[config.mk]
export PLATFORM = sky130hd
export DESIGN_NAME = phy_bist_fifo
export DESIGN_NICKNAME = d
export VERILOG_FILES = /design/src/rtl/phy_bist_fifo.sv
export SDC_FILE = /design/constraint.sdc
export NUM_CORES = 1
export LEC_CHECK = 0
export BUFFER_PORTS_ARGS = -buffer_cell sky130_fd_sc_hd__buf_2
export CAP_MARGIN = 20
export CORE_ASPECT_RATIO = 0.7
export CORE_UTILIZATION = 30
export DETAILED_ROUTE_END_ITERATION = 16
export GPL_TIMING_DRIVEN = 0
export PLACE_DENSITY = 0.51
export SYNTH_ARGS = -nofsm -noshare
export SYNTH_HDL_FRONTEND = slang
export SYNTH_SLANG_ARGS = --single-unit
[constraint.sdc]
create_clock -name clk_f -period 5.65 [get_ports clk_f]
set_input_delay 1.13 -clock clk_f [delete_from_list [all_inputs] [get_ports clk_f]]
set_output_delay 1.13 -clock clk_f [all_outputs]
set_load 0.02 [all_outputs]
[src/rtl/phy_bist_fifo.sv]
// phy_bist_fifo: synchronous expected-word FIFO with full/empty flags
module phy_bist_fifo #(
  parameter int DATA_W     = 32,
  parameter int FIFO_DEPTH = 16
) (
  input  logic              clk_f,
  input  logic              reset,
  input  logic              push,
  input  logic [DATA_W-1:0] wdata,
  input  logic              pop,
  output logic [DATA_W-1:0] head,
  output logic              full,
  output logic              empty
);
  localparam int AW = $clog2(FIFO_DEPTH);
  logic [DATA_W-1:0] mem [FIFO_DEPTH];
  logic [AW:0] wp, rp;
  assign empty = wp == rp;
  assign full  = (wp[AW] != rp[AW]) && (wp[AW-1:0] == rp[AW-1:0]);
  assign head  = mem[rp[AW-1:0]];
  // pointers carry an extra wrap bit so full and empty are distinguishable
  always_ff @(posedge clk_f or negedge reset)
    if (!reset) begin
      wp <= '0;
      rp <= '0;
    end else begin
      if (push && !full) wp <= wp + 1'b1;
      if (pop && !empty) rp <= rp + 1'b1;
    end
  // storage needs no reset; only slots between the pointers are ever read
  always_ff @(posedge clk_f)
    if (push && !full) mem[wp[AW-1:0]] <= wdata;
endmodule

==> results.cfg, run 1 <==
[cells_and_area]
drive_gt1_share_pct = 33.61
area_delta_synth_final_pct = 17.94
final_cell_mix = edfxtp_1 (512), mux4_2 (108), buf_2 (86), o22ai_1 (64), clkbuf_16 (47)
stdcell_count = 1964
n_fill_cell = 6021
final_common_cell = edfxtp_1
finalNetCount = 1088
final_area_sq_um = 23530

[drt]
firstDrtPassIters = 5
wl_met1_um = 22580
via_per_inst = 4.843
drtIter0Drc = 809
route.met2.wl_um = 21470
routed_wl_um = 47370
wl_met3_um = 2549
antenna_left = 0
vias = 9511
highest_layer = met4
drt-wirelength-per-cell_um = 24.12
post-route-drc-count = 0

[critical_path]
cp_max_fo = 10
required_ps = 4520
reg2regPathDepth = 9
r2r-end = mem[8][21]
worst_ep_arrival_time_ps = 2980
r2r_start = wp[2]
worstSetupStartpointType = flop
critPathKind = reg -> out
worst-r2r-setup-slack_ps = 2820
end_kind = output pin

[synthesis]
ys_seq_area_share_pct = 78.33
synth_area_leaders = edfxtp_1 (77%), mux4_2 (12%), mux4_1 (2.6%), o22ai_1 (2.0%), dfrtp_1 (1.3%)
netlist.top_cell.by_area = edfxtp_1
yosys_register_bits = 522
syn_inst = 862
yosysTopAreaCellShare_pct = 77.08
synth_edf_count = 512
syn_nets = 903
ys_async_sr_fraction_pct = 1.916
yosys_warnings = 0
ys_types = 36
synthFlopType = edfxtp_1
syn_area_sq_um = 19950
avgSynthCellArea_sq_um = 23.14

[die]
die-area_sq_um = 67540
fp.dieW_um = 310.2
fp.coreArea_sq_um = 65290
start_util_pct = 30.55
ios = 70
die_h_um = 217.7
rows = 78

[power]
leakagePower_nw = 7.496
p_per_area_nw_per_um2 = 497.2
peakVddDrop_uv = 225.8

[timing]
holdWs_ps = 428.7
worstMarginPinSlew_ps = 956.4
fin_crit_sh_pct = 72.69
fin_crit_ps = 4107
max_freq_mhz = 243.5
maxSlewHeadroom_pct = 36.24
grt_setup_unrepaired = false
maxSlewViolCount = 0
setup_ws_ps = 1543
setup_viol = 0
fin_tns_setup_ps = 0
skew_ps = 9.162
finalHoldViolCount = 0

[cts]
cts_resized = 0
root_buffer = clkbuf_16
cts_tree = built
clock_latency_ps = 560
cts_sinks = 522
cts_post_setup_buffers_inserted = 0
hold_buffers = 0
clock_path_buffers = 3
clkTransAtPathRegs_ps = 70
cts_buffers = 47
htreeDepth = 2

[grt]
grt_pass1_vias = 9709
grt_max_degree = 19
grt_overflow = 0
track_usage_pct = 14.21
antenna_found_initial = 2
grt_pass1_wl_um = 69010

[place]
place_ws_ps = 2076
placed_area_sq_um = 22180
place_hpwl_um = 32280
gp_congestion = 0.6980
io_buffers = 69
dp.cells = 1878

[run]
maxCapViolCount = 0

[run_status]
outcome = finished clean

[min_path]
holdCritPathClass = in -> async
[cells by family after synthesis]
family,share of synthesized area (%)
flip-flops,78.33
multiplexers,15.02
AO/OA/AOI/OAI,2.371
AND/OR/NAND/NOR,1.518
buffers and inverters,1.919
XOR/XNOR,0.5269
adder cells (fa/ha/maj),0.3136
[critical path, stage by stage (launching register included)]
cell	delay, ps
dfrtp_1	350
buf_2	170
buf_2	250
nand2b_1	280
clkbuf_1	730
o22ai_1	170
nor2_1	250
buf_2	220
[cell type report]
type	instances	area [sq um]	area share [%]
Buffer	49	375.4	1.596
Inverter	2	7.507	0.03191
Tap cell	880	1101	4.680
Timing Repair Buffer	136	1041	4.425
Clock buffer	61	1229	5.223
Antenna cell	1	2.502	0.01064
Sequential cell	522	15630	66.42
Clock inverter	24	113.9	0.4840
Multi-Input combinational cell	289	4030	17.13
[how the worst max path moves through the flow]
stage,from,end,slack [ps],depth (start not counted)
after floorplan,push,mem[0][0],860,2
after detailed placement,rp[2],head[14],2080,7
after CTS,rp[2],head[14],1470,7
after global routing,rp[2],head[19],1430,7
after global placement,push,mem[0][18],-3490,3
final,rp[2],head[14],1540,7
[flip-flops by register name, indices dropped and copies added, names as in the netlist]
name	flops
wp	5
mem	512
rp	5
[cells in the mapped netlist, types with 3 or more instances]
cell      number
buf_12         5
nand2b_1       4
edfxtp_1     512
xnor2_1       11
mux4_1        20
o211ai_1       3
ha_1           5
o22ai_1       64
buf_6          5
clkbuf_1      11
mux4_2       108
nand2_1        7
dfrtp_1       10
buf_2         16
nor3_1        10
clkbuf_4       3
nor2_1        37
nor4_1         3
buf_4          8
[where the power goes]
part	internal, W	switching, W
sequential	0.00467	0.0000906
clock	0.00153	0.00137
combinational	0.00165	0.00238
total	0.00785	0.00384
[routing by layer]
layer,global-route usage [%],vias up
met3,2.420,60
met2,21.55,251
met4,2.890,0
li1,-,4067
met5,0,-
met1,21.40,5133
[per-stage QoR]
step	utilization, %	total power [W]
floorplan	-	0.007455
global placement	32.77	0.008864
detailed placement	33.97	0.008993
CTS	36.03	0.01190
global route	36.03	0.01224
finish	36.03	0.01170
No activity file was read; power rests on OpenSTA's default activity.
==> inputs of run 2 (changes only) <==
Settings changed: PLACE_DENSITY 0.51 to 0.52.
Clock period 5.65 ns to 3.5 ns, I/O delays scaled along.
==> run 2 against run 1 <==
  * Die area did not move
  * Worst hold slack better by 21 ps
  * Highest routed layer unchanged
  * Design area grew 1.5%
  * Clock-buffer cell count decreased by 2
  * Clock power up 73%
==> results.cfg, run 2 (synthesis results as in run 1) <==
[die]
ios = 70
die-area_sq_um = 67540
fp.dieW_um = 310.2
die_h_um = 217.7
start_util_pct = 30.55
rows = 78
fp.coreArea_sq_um = 65290

[cts]
clock_latency_ps = 570
cts_post_setup_buffers_inserted = 0
cts_sinks = 522
clock_path_buffers = 3
cts_tree = built
clkTransAtPathRegs_ps = 60
cts_buffers = 49
root_buffer = clkbuf_16
htreeDepth = 2

[timing]
setup_ws_ps = 131.5
maxSlewHeadroom_pct = 31.56
skew_ps = 16.69
fin_crit_ps = 3368
grt_setup_unrepaired = false
maxSlewViolCount = 0
fin_crit_sh_pct = 96.24
finalHoldViolCount = 0
fin_tns_setup_ps = 0
max_freq_mhz = 296.9
worstMarginPinSlew_ps = 1023
setup_viol = 0

[grt]
antenna_found_initial = 0
track_usage_pct = 14.16
grt_max_degree = 18
grt_pass1_vias = 9684
grt_overflow = 0
grt_pass1_wl_um = 68080

[power]
leakagePower_nw = 7.595
peakVddDrop_uv = 474.1
p_per_area_nw_per_um2 = 811.2

[drt]
vias = 9347
antenna_left = 0
firstDrtPassIters = 5
via_per_inst = 4.791
drt-wirelength-per-cell_um = 24.07
drtIter0Drc = 963
routed_wl_um = 46970
post-route-drc-count = 0

[cells_and_area]
final_cell_mix = edfxtp_1 (512), mux4_2 (108), buf_2 (79), o22ai_1 (62), clkbuf_16 (49)
area_delta_synth_final_pct = 19.66
drive_gt1_share_pct = 33.80
final_common_cell = edfxtp_1
finalNetCount = 1075
n_antenna_cell = 0
postLayoutCoreUtil_pct = 36.56
n_fill_cell = 5877
largest_reg_flops = 512

[run]
maxCapViolCount = 0

[critical_path]
required_ps = 2800
end_kind = output pin
critPathKind = reg -> out
cp_max_fo = 10
worst_ep_arrival_time_ps = 2670
worst-r2r-setup-slack_ps = 670
worstSetupStartpointType = flop

[place]
io_buffers = 69
place_hpwl_um = 32110
gp_congestion = 0.6843
place_ws_ps = 410.8

[min_path]
holdCritPathClass = in -> reg

[run_status]
outcome = finished clean
run 2: final cells by class:
cell class | count | area (sq um) | share of cell area (%)
multi-input combinational | 289 | 4099 | 17.17
clock inverter | 29 | 212.7 | 0.8912
tap | 880 | 1101 | 4.613
sequential | 522 | 15630 | 65.46
clock buffer | 59 | 1264 | 5.295
inverter | 2 | 7.507 | 0.03145
timing repair buffer | 121 | 1159 | 4.854
buffer | 49 | 400.4 | 1.677
run 2: critical path, stage by stage (launching register included):
cell,delay [ps]
dfrtp_1,320
buf_2,170
buf_2,350
buf_2,420
mux4_2,360
o22ai_1,210
nor2_1,80
buf_2,170
run 2: timing repair:
item                       in CTS  in global routing
resized for setup              11                  5
setup endpoints to repair      25                 12
hold endpoints to repair       10                  0
pin swaps                       0                  0
hold buffers                    1                  0
run 2: worst paths after layout:
path / cells past startpoint / endpoint / start
min: 3 / rp[3] / pop
min in group asynchronous: 2 / wp[4] / reset
max reg2reg: 8 / mem[9][10] / wp[2]
min reg2reg: 2 / rp[4] / rp[4]
max in group asynchronous: 2 / wp[1] / reset
max: 7 / head[18] / rp[2]
run 2: where the power goes:
group / total, W / leakage (nW) / internal [W] / switching (W)
combinational: 0.00665 / 2.12 / 0.00275 / 0.00390
clock: 0.00503 / 0.726 / 0.00278 / 0.00224
sequential: 0.00769 / 4.74 / 0.00754 / 0.000146
run 2: layer usage:
| layer | part of all wire [%] | global-route usage, % | vias to the layer above |
|---|---|---|---|
| met2 | 46 | 21.90 | 232 |
| met3 | 4.8 | 2.255 | 66 |
| met1 | 48 | 21.03 | 5002 |
| li1 | - | - | 4047 |
| met5 | 0 | 0 | - |
| met4 | 1.7 | 2.972 | 0 |
run 2: through the flow:
step	total power (W)	instance area (sq um)	hold slack, ps	std cells
3_3_place_gp	0.01426	21440	559.6	1811
5_1_grt	0.02026	23870	448.2	1951
3_5_place_dp	0.01458	22340	574.1	1862
2_1_floorplan	0.01204	19990	404.4	862
6_report	0.01936	23870	450.1	1951
4_1_cts	0.01967	23850	428.2	1951
